[src/rtl/uart_rx_ctrl.sv]
// uart_rx_ctrl: gates uart_rx, buffers bytes in a show-ahead FIFO, flags break/overrun.
// Optional inter-byte idle timeout is built when UART_RX_CTRL_TIMEOUT_EN is defined.
module uart_rx_ctrl #(
  parameter int PAYLOAD_BITS   = 8,
  parameter int FIFO_DEPTH     = 8,
  parameter int HOLDOFF_CYCLES = 1024,
  parameter int TIMEOUT_CYCLES = 20000
) (
  input  logic                        clk,
  input  logic                        resetn,
  input  logic                        ctrl_enable,
  input  logic                        ctrl_flush,
  output logic                        rx_en,
  input  logic                        rx_valid,
  input  logic                        rx_break,
  input  logic [PAYLOAD_BITS-1:0]     rx_data,
  output logic [PAYLOAD_BITS-1:0]     m_data,
  output logic                        m_valid,
  input  logic                        m_ready,
  output logic [$clog2(FIFO_DEPTH):0] fifo_level,
  output logic                        overrun,
  output logic                        break_det,
  output logic                        timeout
);

  localparam int AW = $clog2(FIFO_DEPTH);
  localparam int LW = AW + 1;
  localparam int HW = $clog2(HOLDOFF_CYCLES + 1);

  typedef enum logic [1:0] {
    IDLE,
    ARMED,
    ACTIVE,
    HOLDOFF
  } state_e;

  state_e state_q, state_d;
  logic [HW-1:0] hold_q, hold_d;
  logic rx_en_q, rx_en_d;
  logic brk_q, brk_d;
  logic to_q, to_d;

  logic [PAYLOAD_BITS-1:0] mem_q [FIFO_DEPTH];
  logic [AW-1:0] wptr_q, wptr_d;
  logic [AW-1:0] rptr_q, rptr_d;
  logic [LW-1:0] level_q, level_d;
  logic ovr_q, ovr_d;
  logic mval_q;

  logic live, byte_req, brk_req;
  logic full, push, pop;

  assign live     = (state_q == ARMED) || (state_q == ACTIVE);
  assign byte_req = live & rx_valid & ~rx_break;
  assign brk_req  = live & rx_valid & rx_break;

`ifdef UART_RX_CTRL_TIMEOUT_EN
  localparam int TW = $clog2(TIMEOUT_CYCLES + 1);
  logic [TW-1:0] tcnt_q, tcnt_d;
`else
  logic unused_timeout_param;
  assign unused_timeout_param = |TIMEOUT_CYCLES;
`endif

  always_comb begin
    state_d = state_q;
    hold_d  = hold_q;
    to_d    = 1'b0;
`ifdef UART_RX_CTRL_TIMEOUT_EN
    tcnt_d  = tcnt_q;
`endif
    unique case (state_q)
      IDLE: begin
        if (ctrl_enable) state_d = ARMED;
      end
      ARMED, ACTIVE: begin
        if (brk_req) begin
          state_d = HOLDOFF;
          hold_d  = '0;
        end else if (byte_req) begin
          state_d = ACTIVE;
`ifdef UART_RX_CTRL_TIMEOUT_EN
          tcnt_d  = '0;
`endif
        end
`ifdef UART_RX_CTRL_TIMEOUT_EN
        else if (state_q == ACTIVE) begin
          if (tcnt_q == TW'(TIMEOUT_CYCLES - 1)) begin
            state_d = ARMED;
            to_d    = 1'b1;
            tcnt_d  = '0;
          end else begin
            tcnt_d = tcnt_q + TW'(1);
          end
        end
`endif
      end
      HOLDOFF: begin
        if (hold_q == HW'(HOLDOFF_CYCLES - 1)) state_d = ARMED;
        else hold_d = hold_q + HW'(1);
      end
      default: state_d = IDLE;
    endcase
    // Disable wins over every other transition
    if (!ctrl_enable) begin
      state_d = IDLE;
      hold_d  = '0;
      to_d    = 1'b0;
`ifdef UART_RX_CTRL_TIMEOUT_EN
      tcnt_d  = '0;
`endif
    end
  end

  assign rx_en_d = (state_d == ARMED) || (state_d == ACTIVE);
  assign brk_d   = brk_req;

  always_ff @(posedge clk or negedge resetn) begin
    if (!resetn) begin
      state_q <= IDLE;
      hold_q  <= '0;
      rx_en_q <= 1'b0;
      brk_q   <= 1'b0;
      to_q    <= 1'b0;
    end else begin
      state_q <= state_d;
      hold_q  <= hold_d;
      rx_en_q <= rx_en_d;
      brk_q   <= brk_d;
      to_q    <= to_d;
    end
  end

`ifdef UART_RX_CTRL_TIMEOUT_EN
  always_ff @(posedge clk or negedge resetn) begin
    if (!resetn) tcnt_q <= '0;
    else tcnt_q <= tcnt_d;
  end
`endif

  assign full = (level_q == LW'(FIFO_DEPTH));
  assign pop  = mval_q & m_ready;
  assign push = byte_req & (~full | pop);

  always_comb begin
    level_d = level_q;
    wptr_d  = wptr_q;
    rptr_d  = rptr_q;
    ovr_d   = ovr_q;
    if (ctrl_flush) begin
      level_d = '0;
      wptr_d  = '0;
      rptr_d  = '0;
      ovr_d   = 1'b0;
    end else begin
      if (push) wptr_d = wptr_q + AW'(1);
      if (pop) rptr_d = rptr_q + AW'(1);
      if (push && !pop) level_d = level_q + LW'(1);
      else if (pop && !push) level_d = level_q - LW'(1);
      if (byte_req && !push) ovr_d = 1'b1;
    end
  end

  always_ff @(posedge clk or negedge resetn) begin
    if (!resetn) begin
      wptr_q  <= '0;
      rptr_q  <= '0;
      level_q <= '0;
      ovr_q   <= 1'b0;
      mval_q  <= 1'b0;
      for (int i = 0; i < FIFO_DEPTH; i++) mem_q[i] <= '0;
    end else begin
      wptr_q  <= wptr_d;
      rptr_q  <= rptr_d;
      level_q <= level_d;
      ovr_q   <= ovr_d;
      mval_q  <= (level_d != '0);
      if (push && !ctrl_flush) mem_q[wptr_q] <= rx_data;
    end
  end

  assign rx_en      = rx_en_q;
  assign m_data     = mem_q[rptr_q];
  assign m_valid    = mval_q;
  assign fifo_level = level_q;
  assign overrun    = ovr_q;
  assign break_det  = brk_q;
  assign timeout    = to_q;

endmodule

[config.mk]
export PLATFORM = sky130hd
export DESIGN_NAME = uart_rx_ctrl
export DESIGN_NICKNAME = d
export VERILOG_FILES = /design/src/rtl/uart_rx_ctrl.sv
export SDC_FILE = /design/constraint.sdc
export NUM_CORES = 1
export LEC_CHECK = 0
export ABC_AREA = 1
export CAP_MARGIN = 25
export CORE_MARGIN = 3
export CORE_UTILIZATION = 59
export DETAILED_ROUTE_END_ITERATION = 6
export PLACE_DENSITY_LB_ADDON = 0.25
export SYNTH_ARGS = -nofsm -noshare
export SYNTH_HDL_FRONTEND = slang
export SYNTH_SLANG_ARGS = --single-unit
export TNS_END_PERCENT = 100
[constraint.sdc]
create_clock -name clk -period 2.3 [get_ports clk]
set_input_delay 0.46 -clock clk [delete_from_list [all_inputs] [get_ports clk]]
set_output_delay 0.46 -clock clk [all_outputs]
set_load 0.01 [all_outputs]
## Yosys cells after proc, flatten, opt, wreduce, memory -nomap -nowiden

Cells that the tools add are included.

| word-level totals | value |
|---|---|
| register bits after elaboration | 91 |
| input port bits | 15 |
| output and inout bits | 17 |
| logic and storage cells | 86 |

| operators by class | value |
|---|---|
| add/sub/neg operators | 5 |
| order comparisons | 3 |
| eq/ne operators | 10 |
| multiplexer cells | 24 |
| bitwise gates (word level) | 10 |
| reduce and logical (&&, ||, !) cells | 17 |

Operators by type and width:

| kind | count |
|---|---|
| $bwmux 64 | 1 |
| $mux 11 | 3 |
| $bmux 8 s3 | 1 |
| $demux 8 s3 | 1 |
| $mux 8 | 3 |
| $pmux 11 s2 | 1 |
| $mux 3 | 4 |
| $mux 4 | 3 |
| $add 11x1->11 const B | 1 |
| $eq 11x10->1 const B | 1 |
| $ge 4x4->1 const B | 2 |
| $mux 2 | 4 |
| $not 3->4 | 2 |
| $add 3x1->3 const B | 2 |
| $eq 2x2->1 const B | 3 |
| $ne 3x3->1 const B | 2 |
| $pmux 2 s3 | 1 |
| $reduce_bool 2->1 | 3 |
| $and 1x1->1 | 5 |
| $logic_and 1x1->1 | 5 |
| $add 4x1->4 const B | 1 |
| $eq 2x1->1 const B | 2 |
| $eq 4x4->1 const B | 1 |
| $lt 4x1->1 const B | 1 |
| 11 further kinds | 16 |

## Longest topological paths before layout

| logic depth | value |
|---|---|
| depth in word-level cells | 11 |
| mapped depth | 10 |

## Worst setup path before layout

Ideal clock, no wire load.

| path | value |
|---|---|
| kind | reg-to-reg |
| start | register state_q[0] |
| end | register mem_q[29] in the netlist's numbering |
| setup time | 0.124 ns |
| arrival time | 1.797 ns |
| required time | 2.176 ns |
| slack | 0.379 ns |
| stages on the path, launching flop included | 11 |
| path buffers | 1 |
| clock period less this slack | 1.921 ns |
| cell sequence | dfrtp_1 -> inv_1 -> ha_1 -> nand2_4 -> nor2_8 -> o21ai_4 -> nor2_8 -> nand4_4 -> buf_6 -> nand2_1 -> o21ai_2 |

| between the ends | value |
|---|---|
| longest elaborated chain between the ends | 6 |
| elaborated cells between the ends (all ways) | 7 |

Ends and longest elaborated chain:

| what | line | RTL |
|---|---|---|
| start, declared | 37 | `state_e state_q, state_d;` |
| start signal, assigned | 126 | `state_q <= state_d;` |
| $eq 2x1->1 or $eq 2x2->1 (tied branches) | 53 | `assign live = (state_q == ARMED) \|\| (state_q == ACTIVE);` |
| $logic_or 1x1->1 * | 53 |  |
| $and 1x1->1 * (2 in a row) | 54 | `assign byte_req = live & rx_valid & ~rx_break;` |
| $and 1x1->1 * | 143 | `assign push = byte_req & (~full \| pop);` |
| $logic_and 1x1->1 * | 178 | `if (push && !ctrl_flush) mem_q[wptr_q] <= rx_data;` |
| end signal, assigned by index | 178 |  |
| end, declared | 43 | `logic [PAYLOAD_BITS-1:0] mem_q [FIFO_DEPTH];` |

Mark *: on every way between the ends. The rest lies on a longest branch, timed or not.
A chain may end at the register's enable or synchronous reset.

## Worst setup path after layout

| path | value |
|---|---|
| start | register rptr_q[0] |
| end | output port m_data[5] |

| between the ends | value |
|---|---|
| longest elaborated chain between the ends | 4 |

Ends and longest elaborated chain:

| what | line | RTL |
|---|---|---|
| start, declared | 45 | `logic [AW-1:0] rptr_q, rptr_d;` |
| start signal, assigned | 174 | `rptr_q <= rptr_d;` |
| $not 3->4 (implied by the code) | 183 | `assign m_data = mem_q[rptr_q];` |
| $bmux 8 s3 | 183 |  |
| $mux 8 (implied by the code) (2 in a row) | 183 |  |
| end, declared | 17 | `output logic [PAYLOAD_BITS-1:0] m_data,` |

Every way passes these cells. The select of a mux whose other input is x is not followed.

==> impl_metrics.toml <==
[power_and_ir_drop]
power.density_nw_per_um2 = 754
p_total_mw = 4.09
leakage_nw = 2.65
peakVddDrop_mv = 0.454

[timing]
finClkSkew_ns = 0.00867
holdWs_ns = 0.481
finalCritPeriodShare_pct = 96.3
final_hold_viol_count = 0
max_freq_mhz = 452
drv_slew = 0
period_minus_slack_ns = 2.21
timing.final.ws_setup_ns = 0.0861
setup_viol = 0
fin_tns_setup_ns = 0

[critical_path]
slowest_stage = "dfrtp_2"
r2r_cells = 9
crit_path_start_kind = "register"
crit_arrival_ns = 1.75
critPathCaptureType = "output pin"
cpMostUsedCell = "nand2_1"
cp_max_fo = 20
r2r-end = "mem_q[58]"
r2r_slack_ns = 0.13
path_cells = "clkinv_2 -> buf_12 -> nor2_1 -> o32ai_2 -> nand2_1 -> nand2_1 -> clkdlybuf4s15_1"
crit_path_max_incr_delay_ns = 0.44
r2r_start = "state_q[0]"
crit_required_ns = 1.84
path_class = "register to output pin"

[place]
gp_congestion = 0.884
portBuffers = 30
dp_slack_ns = 0.0176
dpl.hpwl_um = 7190
place_inst = 678
dpl_cell_area_sq_um = 5140

[grt]
grt_use_total_pct = 25.2
grt_pass1_wl_um = 17700
antenna_found_initial = 0
grt_start_max_net_pins = 48
grt.overflow.total = 0
grt_pass1_vias = 3750

[route]
drc = 4
routed_via_density = 5.71
drt_iter0_drc = 303
ant_nets = 0
wl_um = 10700
dr_total_vias = 3967
drtPass1Iterations = 7
wl_per_cell_um = 15.3

[synth]
synth_nets = 579
syn-cell-area_sq_um = 4690
synthCells = 556
avgSynthCellArea_sq_um = 8.44
synth_seq_cells = 91
ys.warnings.count = 0
ys_seq_area_share_pct = 48.5
yosysUniqueCellTypes = 34

[finish]
nets = 615
fillCellCount = 563
multi_input_area_sq_um = 2160
area_delta_synth_final_pct = 15.7
final_common_cell = "nand2_1"
seq_area_sq_um = 2280
drive_above_1_share_pct = 12.1
n_antenna_cell = 0
final_core_util_pct = 72.5
design_area_sq_um = 5430
layout_common_cells = "nand2_1 (154), dfrtp_1 (90), nor2_1 (67), o21ai_1 (42), inv_1 (41)"
stdcell_count = 695

[clocking]
clk_pin_slew_ns = 0.08
cts_buffers = 9
cts_sinks = 91
root_buffer = "clkbuf_8"
clockBufferDepth = 2
insertion_delay_ns = 0.36
cts_tree = "yes"
htreeDepth = 3
postCtsSetupBuffers = 0

[floorplan]
die_h_um = 95.2
design.die.area_sq_um = 9060
rows = 31
die_w_um = 95.2
start_util_pct = 62.7
io_pins = 32
coreArea_sq_um = 7490

[run]
max_cap_violations = 0

[hold_path]
hold_end = "mem_q[8]"
hold_start = "mem_q[8]"
min_path_cells = 2
hold_class = "register to register"

[status]
violations = "DRC"
status = "complete, but fails checks"
## Yosys cell counts, drive strengths merged
cell type | number | area share [%]
clkinv | 2 | 0.16
o32ai | 16 | 3.0
nor3 | 4 | 0.43
nor4 | 3 | 0.40
xor2 | 1 | 0.19
o211ai | 1 | 0.16
nand3 | 30 | 3.8
dfrtp | 91 | 49
a21oi | 8 | 0.85
a31oi | 1 | 0.13
buf | 11 | 2.3
nor2 | 69 | 6.2
clkbuf | 11 | 0.88
xnor2 | 1 | 0.19
inv | 41 | 3.3
nand2 | 155 | 13
ha | 8 | 2.1
nand4 | 10 | 3.3
o21bai | 1 | 0.16
conb | 1 | 0.080
or2 | 1 | 0.13
o21ai | 89 | 11
o21a | 1 | 0.16
## layout make-up
cell class              count  area share, %
well taps                  99           2.28
flip-flops and latches     91           42.0
repair buffers             46           8.99
clock inverters             3          0.853
inverters                  43           3.00
clock buffers              12           3.04
multi-input cells         401           39.8
## cells by family after synthesis
kind of cell / synth area share [%]
other: 0.0799
DFF: 48.5
adders and majority gates: 2.13
buffers and inverters: 6.59
AOI/OAI and AO/OA: 15.5
and+or+nand+nor: 26.8
xor gates and xnor gates: 0.373
## power breakdown
part	leakage, nW	total [mW]	internal (mW)	switching [mW]
clock	0.105	1.13	0.587	0.539
sequential	1.25	1.81	1.72	0.0920
combinational	1.30	1.16	0.502	0.653
total	2.65	4.09	2.80	1.28
## how the worst max path moves through the flow
stage                           from   endpoint  slack, ns  depth (start not counted)
after CTS                  rptr_q[0]  m_data[2]      -0.18                          6
after floorplan           state_q[0]  mem_q[29]       0.38                         10
final                      rptr_q[0]  m_data[5]       0.09                          7
after global placement      rx_valid  mem_q[36]       0.09                          9
after global routing      state_q[0]  mem_q[46]      -0.01                         10
after detailed placement    rx_valid  mem_q[39]       0.02                          9
## metal layers
metal  wire [um]  vias to the layer above  global-route usage [%]
met1        4640                     1899                    33.9
met4         192                        0                    9.13
li1            -                     1912                       -
met5           0                        -                       0
met3         597                       22                    5.52
met2        5240                      134                    40.1
## worst max-delay path, delay by kind of cell (launching register included)
family | cells | cell delay, ns
buffers and inverters | 3 | 0.49
AO/OA/AOI/OAI | 1 | 0.22
AND/OR/NAND/NOR | 3 | 0.24
flip-flops | 1 | 0.44
## state kept, by name (all words and copies together), names as in the netlist
| register | cells |
|---|---|
| break_det | 1 |
| fifo_level | 4 |
| hold_q | 11 |
| m_valid | 1 |
| mem_q | 64 |
| overrun | 1 |
| rptr_q | 3 |
| rx_en | 1 |
| state_q | 2 |
| wptr_q | 3 |
## repair_timing
action                                  in CTS  in global routing
hold buffers                                 1                  0
hold endpoints to repair                    16                  0
pin swaps                                    0                  1
resized for setup                            9                 18
endpoints found under the setup margin       8                 12
gates cloned                                 0                  1
Note: power is estimated with default switching activity, not from simulation.
